<file path="src/rtl/fetch_unit_pkg.sv">
// Shared definitions for the instruction fetch unit: burst size encodings,
// burst-length decode, FSM state type and the default boot address.
package fetch_unit_pkg;

    localparam logic [1:0]  SIZE_1  = 2'b00;
    localparam logic [1:0]  SIZE_4  = 2'b01;
    localparam logic [1:0]  SIZE_8  = 2'b10;
    localparam logic [1:0]  SIZE_16 = 2'b11;

    localparam logic [31:0] START_PC_DEFAULT = 32'h8002_0000;

    typedef enum logic [1:0] {
        ST_IDLE  = 2'd0,
        ST_REQ   = 2'd1,
        ST_RECV  = 2'd2,
        ST_DRAIN = 2'd3
    } fetch_state_t;

    function automatic logic [4:0] burst_len(input logic [1:0] size);
        case (size)
            SIZE_1:  burst_len = 5'd1;
            SIZE_4:  burst_len = 5'd4;
            SIZE_8:  burst_len = 5'd8;
            SIZE_16: burst_len = 5'd16;
            default: burst_len = 5'd1;
        endcase
    endfunction

endpackage

</file>
<file path="src/rtl/fetch_fifo.sv">
// Instruction buffer: circular FIFO with flush. The head reads as zero while
// empty so nothing stale can leak out after a flush or reset.
module fetch_fifo #(
    parameter int WIDTH = 64,
    parameter int DEPTH = 16
) (
    input  logic                     clock,
    input  logic                     reset,
    input  logic                     push,
    input  logic [WIDTH-1:0]         push_data,
    input  logic                     pop,
    input  logic                     flush,
    output logic [WIDTH-1:0]         head,
    output logic                     full,
    output logic                     empty,
    output logic [$clog2(DEPTH):0]   count
);
    localparam int AW = $clog2(DEPTH);

    logic [WIDTH-1:0] mem [DEPTH];
    logic [AW-1:0]    wr_ptr;
    logic [AW-1:0]    rd_ptr;
    logic             do_push;
    logic             do_pop;

    // A pop frees a slot in the same cycle, so push is allowed when full.
    always_comb begin
        do_pop  = pop && !empty;
        do_push = push && (!full || do_pop);
    end

    assign empty = (count == '0);
    assign full  = (count == (AW+1)'(DEPTH));
    assign head  = empty ? '0 : mem[rd_ptr];

    // Storage array, no reset needed: validity is carried by count.
    always_ff @(posedge clock) begin
        if (do_push && !flush) begin
            mem[wr_ptr] <= push_data;
        end
    end

    // Pointer and occupancy tracking; flush dominates any push or pop.
    always_ff @(posedge clock) begin
        if (reset || flush) begin
            wr_ptr <= '0;
            rd_ptr <= '0;
            count  <= '0;
        end else begin
            if (do_push) wr_ptr <= wr_ptr + AW'(1);
            if (do_pop)  rd_ptr <= rd_ptr + AW'(1);
            case ({do_push, do_pop})
                2'b10:   count <= count + (AW+1)'(1);
                2'b01:   count <= count - (AW+1)'(1);
                default: count <= count;
            endcase
        end
    end

endmodule

</file>
<file path="src/rtl/fetch_unit.sv">
// Instruction fetch unit: issues fixed-size read bursts, buffers returned
// words with their pcs, and handles redirects by flushing and draining.
module fetch_unit
    import fetch_unit_pkg::*;
#(
    parameter logic [31:0] START_PC    = START_PC_DEFAULT,
    parameter logic [1:0]  ACCESS_SIZE = SIZE_4,
    parameter int          FIFO_DEPTH  = 16
) (
    input  logic        clock,
    input  logic        reset,
    output logic [31:0] mem_address,
    output logic [1:0]  mem_access_size,
    output logic        mem_rw,
    output logic        mem_enable,
    input  logic        mem_busy,
    input  logic [31:0] mem_data_out,
    input  logic        redirect,
    input  logic [31:0] redirect_pc,
    output logic [31:0] insn,
    output logic [31:0] insn_pc,
    output logic        insn_valid,
    input  logic        insn_ready
);
    localparam logic [4:0] BURST_N = burst_len(ACCESS_SIZE);
    localparam int         CW      = $clog2(FIFO_DEPTH) + 1;

    fetch_state_t  state;
    fetch_state_t  next_state;
    logic [31:0]   fetch_pc;
    logic [31:0]   req_addr;
    logic [3:0]    beat_cnt;
    logic          armed;
    logic          accept;
    logic          last_beat;
    logic          pop;
    logic          push;
    logic          fits_now;
    logic          fits_after;
    logic [31:0]   free_now;
    logic [CW-1:0] fifo_count;
    logic          fifo_full;
    logic          fifo_empty;
    logic [63:0]   fifo_head;
    logic [63:0]   push_data;

    // Free slots exclude nothing in flight here: requests are only raised
    // from IDLE or at the final beat, when no other words are outstanding.
    always_comb begin
        accept     = (state == ST_REQ) && !mem_busy;
        last_beat  = ({1'b0, beat_cnt} == (BURST_N - 5'd1));
        pop        = !fifo_empty && insn_ready && !redirect;
        push       = (state == ST_RECV) && (!fifo_full || pop);
        free_now   = 32'(FIFO_DEPTH) - 32'(fifo_count);
        fits_now   = armed && (free_now >= 32'(BURST_N));
        fits_after = (free_now + 32'(pop)) >= (32'(BURST_N) + 32'd1);
        push_data  = {req_addr + {26'd0, beat_cnt, 2'b00}, mem_data_out};
    end

    // FSM state register.
    always_ff @(posedge clock) begin
        if (reset) begin
            state <= ST_IDLE;
        end else begin
            state <= next_state;
        end
    end

    // FSM next-state logic.
    always_comb begin
        next_state = state;
        case (state)
            ST_IDLE: begin
                if (!redirect && fits_now) next_state = ST_REQ;
                else                       next_state = ST_IDLE;
            end
            ST_REQ: begin
                if (accept)        next_state = redirect ? ST_DRAIN : ST_RECV;
                else if (redirect) next_state = ST_IDLE;
                else               next_state = ST_REQ;
            end
            ST_RECV: begin
                if (redirect)       next_state = last_beat ? ST_IDLE : ST_DRAIN;
                else if (last_beat) next_state = fits_after ? ST_REQ : ST_IDLE;
                else                next_state = ST_RECV;
            end
            ST_DRAIN: begin
                if (last_beat) next_state = ST_IDLE;
                else           next_state = ST_DRAIN;
            end
            default: next_state = ST_IDLE;
        endcase
    end

    // FSM outputs: the request strobe covers the whole REQ state.
    always_comb begin
        if (state == ST_REQ) mem_enable = 1'b1;
        else                 mem_enable = 1'b0;
    end

    // Fetch pc, burst base address, beat counter and post-reset arming delay.
    always_ff @(posedge clock) begin
        if (reset) begin
            fetch_pc <= START_PC;
            req_addr <= START_PC;
            beat_cnt <= 4'd0;
            armed    <= 1'b0;
        end else begin
            armed <= 1'b1;
            if (redirect)    fetch_pc <= redirect_pc & 32'hFFFF_FFFC;
            else if (accept) fetch_pc <= fetch_pc + {25'd0, BURST_N, 2'b00};
            else             fetch_pc <= fetch_pc;
            if (next_state == ST_REQ && state != ST_REQ) req_addr <= fetch_pc;
            else                                         req_addr <= req_addr;
            if (state == ST_RECV || state == ST_DRAIN) beat_cnt <= beat_cnt + 4'd1;
            else                                       beat_cnt <= 4'd0;
        end
    end

    fetch_fifo #(
        .WIDTH (64),
        .DEPTH (FIFO_DEPTH)
    ) u_fifo (
        .clock     (clock),
        .reset     (reset),
        .push      (push),
        .push_data (push_data),
        .pop       (pop),
        .flush     (redirect),
        .head      (fifo_head),
        .full      (fifo_full),
        .empty     (fifo_empty),
        .count     (fifo_count)
    );

    assign mem_address     = req_addr;
    assign mem_access_size = ACCESS_SIZE;
    assign mem_rw          = 1'b0;
    assign insn            = fifo_head[31:0];
    assign insn_pc         = fifo_head[63:32];
    assign insn_valid      = !fifo_empty;

endmodule

</file>
<file path="config.mk">
export PLATFORM = sky130hd
export DESIGN_NAME = fetch_unit
export DESIGN_NICKNAME = d
export VERILOG_FILES = /design/src/rtl/fetch_unit_pkg.sv /design/src/rtl/fetch_fifo.sv /design/src/rtl/fetch_unit.sv
export SDC_FILE = /design/constraint.sdc
export NUM_CORES = 1
export LEC_CHECK = 0
export ABC_CLOCK_PERIOD_IN_PS = 5180
export CAP_MARGIN = 40
export CORE_UTILIZATION = 50
export CTS_BUF_LIST = sky130_fd_sc_hd__clkbuf_16
export DETAILED_ROUTE_END_ITERATION = 8
export PLACE_DENSITY = 0.7
export SLEW_MARGIN = 5
export SYNTH_ARGS = -nofsm -noshare
export SYNTH_HDL_FRONTEND = slang
export SYNTH_HIERARCHICAL = 1
export SYNTH_SLANG_ARGS = --single-unit
</file>
<file path="constraint.sdc">
create_clock -name clock -period 5.18 [get_ports clock]
set_input_delay 0.518 -clock clock [delete_from_list [all_inputs] [get_ports clock]]
set_output_delay 0.518 -clock clock [all_outputs]
set_load 0.005 [all_outputs]
</file>
==> results.json <==
{
  "result_of_the_run": "finished, final reports clean",
  "total_leakage_power_nw": 16.83,
  "post-cts-setup-buffer-count": 0,
  "critical_path_arrival_ps": 3590,
  "worst-setup-path-type": "register to primary output",
  "layout_filler_cell_count": 6115,
  "totalWireLength_um": 97540,
  "numClockSinks": 1108,
  "fp.dieH_um": 297.7,
  "avgSynthCellArea_um2": 19.60,
  "timing.max_slew.rel_slack_pct": 35.11,
  "finalWeightedCongestion": 0.8433,
  "yosysSeqAreaShare_pct": 74.18,
  "floorplan.initialDensity_pct": 50.47,
  "htree_num_levels": 3,
  "layout.area.seq_mm2": 0.03244,
  "clkLatencyLatePin_ps": 680,
  "grt_first_pass_wirelength_um": 146200,
  "synth_top_cell_by_area": "sky130_fd_sc_hd__edfxtp_1",
  "r2r.worst_path.cells": 11,
  "final_period_demand_of_the_worst_path_ps": 4105,
  "max_clock_freq_mhz": 243.6,
  "post_drt_wl_per_cell_um": 25.93,
  "vias": 22480,
  "tritoncts": "built",
  "layout.cells.most_common_list": "sky130_fd_sc_hd__edfxtp_1 (1,024), sky130_fd_sc_hd__mux4_2 (256), sky130_fd_sc_hd__clkdlybuf4s50_1 (161)",
  "rsz0062_at_grt": "no",
  "drv_slew": 0,
  "postSynthCellCount": 2230,
  "drt.antenna.violating_nets": 0,
  "flow.area_growth_from_synthesis_pct": 16.93,
  "grt_pass1_vias": 23190,
  "pin_count_of_the_biggest_net_entering_global_routing": 91,
  "floorplan.core_area_mm2": 0.08662,
  "post_synth_main_area_contributors": "sky130_fd_sc_hd__edfxtp_1 (70%), sky130_fd_sc_hd__mux4_2 (13%), sky130_fd_sc_hd__dfxtp_1 (3.8%)",
  "final_cell_area_mm2": 0.05112,
  "p_total_mw": 17.60,
  "yosys_warnings": 6,
  "post_synth_edffs": 1024,
  "timing.reg2reg.setup_slack_ps": 1180,
  "multi_input_comb_area_mm2": 0.01087,
  "final_min_period_over_clock_period_pct": 79.24,
  "clk_pin_slew_worst_paths_ps": 60,
  "gr-total-overflow": 0,
  "timing_worst_slew_pin_value_ps": 963.2,
  "end_kind": "primary output",
  "dr.pass1.iters": 5,
  "power.ir.vdd_worst_uv": 282.0,
  "hold_path_startpoint": "fetch_pc[2]$_SDFFE_PP0P_",
  "fin_worst_skew_ps": 31.41,
  "crit_path_start_kind": "register",
  "synthArstFlopShare_pct": 0,
  "floorplan.die.width_um": 297.7,
  "clk_path_buf_depth": 3,
  "root_buffer": "sky130_fd_sc_hd__clkbuf_16",
  "ys_seq_elements": 1108,
  "dp_cells": 3557,
  "layout.cells.most_common": "sky130_fd_sc_hd__edfxtp_1",
  "min_delay_worst_endpoint": "mem_address[2]$_SDFFE_PP0P_",
  "worst_hold_path.num_cells": 2,
  "top_level_port_count": 170,
  "dp.final_hpwl_um": 53740,
  "synth_top_cell_area_share_pct": 70.34,
  "fin_setup_tns_ps": 0,
  "placedInstanceArea_mm2": 0.04768,
  "cts_inserted_buffers": 108,
  "postCtsHoldBufs": 0,
  "syn_area_mm2": 0.04372,
  "final_cell_count_no_fill": 3761,
  "regToRegEndpoint": "u_fifo/mem[12][46]$_DFFE_PP_",
  "cts_resized": 0,
  "finalNetCount": 2606,
  "antenna_found_initial": 1,
  "synth_top_flop_cell": "sky130_fd_sc_hd__edfxtp_1",
  "io_buffers": 162,
  "drive_gt1_share_pct": 21.92,
  "route.detailed.vias_per_inst": 5.977,
  "total_die_area_mm2": 0.08862,
  "path_max_fanout": 19,
  "regToRegStartpoint": "u_fifo/count[3]$_SDFFE_PP0P_",
  "pwr_density_cell_mw_per_mm2": 344.3,
  "detail_route.drc_violations": 0,
  "drtIter0Drc": 1943,
  "timing.max_cap.violations": 0,
  "holdCritPathClass": "register to register",
  "cp_data_required_time_ps": 4660,
  "row_count": 108,
  "setup_viol": 0,
  "synthDistinctLibCells": 86,
  "finalHoldViolations": 0,
  "grt_util_all_layers_pct": 22.14
}
routing by layer:
metal	GRT usage, %	wire, um	up-vias
met5	0	11	-
met1	31.64	40510	11790
li1	-	-	9668
met4	4.971	1743	2
met2	35.91	47800	883
met3	3.850	7474	132
power by group:
part           switching (mW)  internal (mW)  total [mW]  leakage (nW)
Combinational           0.210          0.141       0.351          4.70
Clock                    3.27           4.18        7.46          1.79
Sequential             0.0344           9.76        9.79          10.3
Total                    3.52           14.1        17.6          16.8
kinds of logic after synthesis:
| logic type | Yosys count | share of synthesized area, % |
|---|---|---|
| AO/OA/AOI/OAI | 242 | 3.847 |
| XOR/XNOR | 37 | 0.7412 |
| adder cells (fa/ha/maj) | 22 | 0.6640 |
| buffers and inverters | 152 | 1.580 |
| flip-flops | 1108 | 74.18 |
| multiplexers | 355 | 15.46 |
| other | 2 | 0.01718 |
| AND/OR/NAND/NOR | 312 | 3.509 |
registers in the layout, indices dropped and copies added, names as in the netlist, named ones only:
register	count
armed	1
mem_address	30
u_fifo/mem	1024
fetch_pc	30
beat_cnt	4
u_fifo/wr_ptr	4
u_fifo/count	5
u_fifo/rd_ptr	4
state	2
cell usage after synthesis (10+ instances only):
cell type                     n
sky130_fd_sc_hd__a221o_1     19
sky130_fd_sc_hd__xor2_1      13
sky130_fd_sc_hd__and3_1      11
sky130_fd_sc_hd__clkbuf_1    65
sky130_fd_sc_hd__a21oi_1     37
sky130_fd_sc_hd__nor2_1     110
sky130_fd_sc_hd__buf_1       11
sky130_fd_sc_hd__o21ai_0     65
sky130_fd_sc_hd__mux2i_1     97
sky130_fd_sc_hd__inv_1       27
sky130_fd_sc_hd__edfxtp_1  1024
sky130_fd_sc_hd__a22oi_1     48
sky130_fd_sc_hd__mux4_2     256
sky130_fd_sc_hd__a31oi_1     10
sky130_fd_sc_hd__xnor2_1     24
sky130_fd_sc_hd__nand4_1     11
sky130_fd_sc_hd__ha_1        20
sky130_fd_sc_hd__nand3_1     28
sky130_fd_sc_hd__buf_2       35
sky130_fd_sc_hd__dfxtp_1     84
sky130_fd_sc_hd__nand2_1     85
stage by stage:
stage / utilization (%) / hold slack, ps / setup slack, ps
6_report: 59.02 / 463.5 / 1075
4_1_cts: 58.99 / 463.3 / 998.3
3_5_place_dp: 55.05 / 454.5 / 1243
2_1_floorplan: - / 431.3 / -136.9
5_1_grt: 59.02 / 487.9 / 899.5
3_3_place_gp: 54.81 / 452.4 / 1349
worst max-delay path, cell delays in order, from the launching register on:
cell	delay, ps
sky130_fd_sc_hd__dfxtp_1	450
sky130_fd_sc_hd__or4_4	720
sky130_fd_sc_hd__o21ai_4	750
sky130_fd_sc_hd__nor2_1	160
sky130_fd_sc_hd__a221o_1	370
sky130_fd_sc_hd__clkdlybuf4s50_1	470
worst max path at each step:
stage / from / end / slack (ps) / cells past startpoint
finish: u_fifo/count[3]$_SDFFE_PP0P_ / insn_pc[21] / 1080 / 5
detailed placement: u_fifo/count[3]$_SDFFE_PP0P_ / u_fifo/mem[9][59]$_DFFE_PP_ / 1240 / 11
global route: register / insn_pc[0] / 900 / 7
global placement: u_fifo/count[3]$_SDFFE_PP0P_ / u_fifo/mem[12][51]$_DFFE_PP_ / 1350 / 11
CTS: register / insn_pc[0] / 1000 / 7
floorplan: u_fifo/count[3]$_SDFFE_PP0P_ / u_fifo/mem[12][0]$_DFFE_PP_ / -140 / 11
layout make-up:
cell class | instances | area share [%]
tap | 1155 | 2.827
inverter | 28 | 0.2080
multi-input combinational | 1005 | 21.26
sequential | 1108 | 63.46
timing repair buffer | 264 | 5.563
antenna | 1 | 0.004895
clock inverter | 89 | 1.243
clock buffer | 111 | 5.433
(Power assumes the default switching activity.)
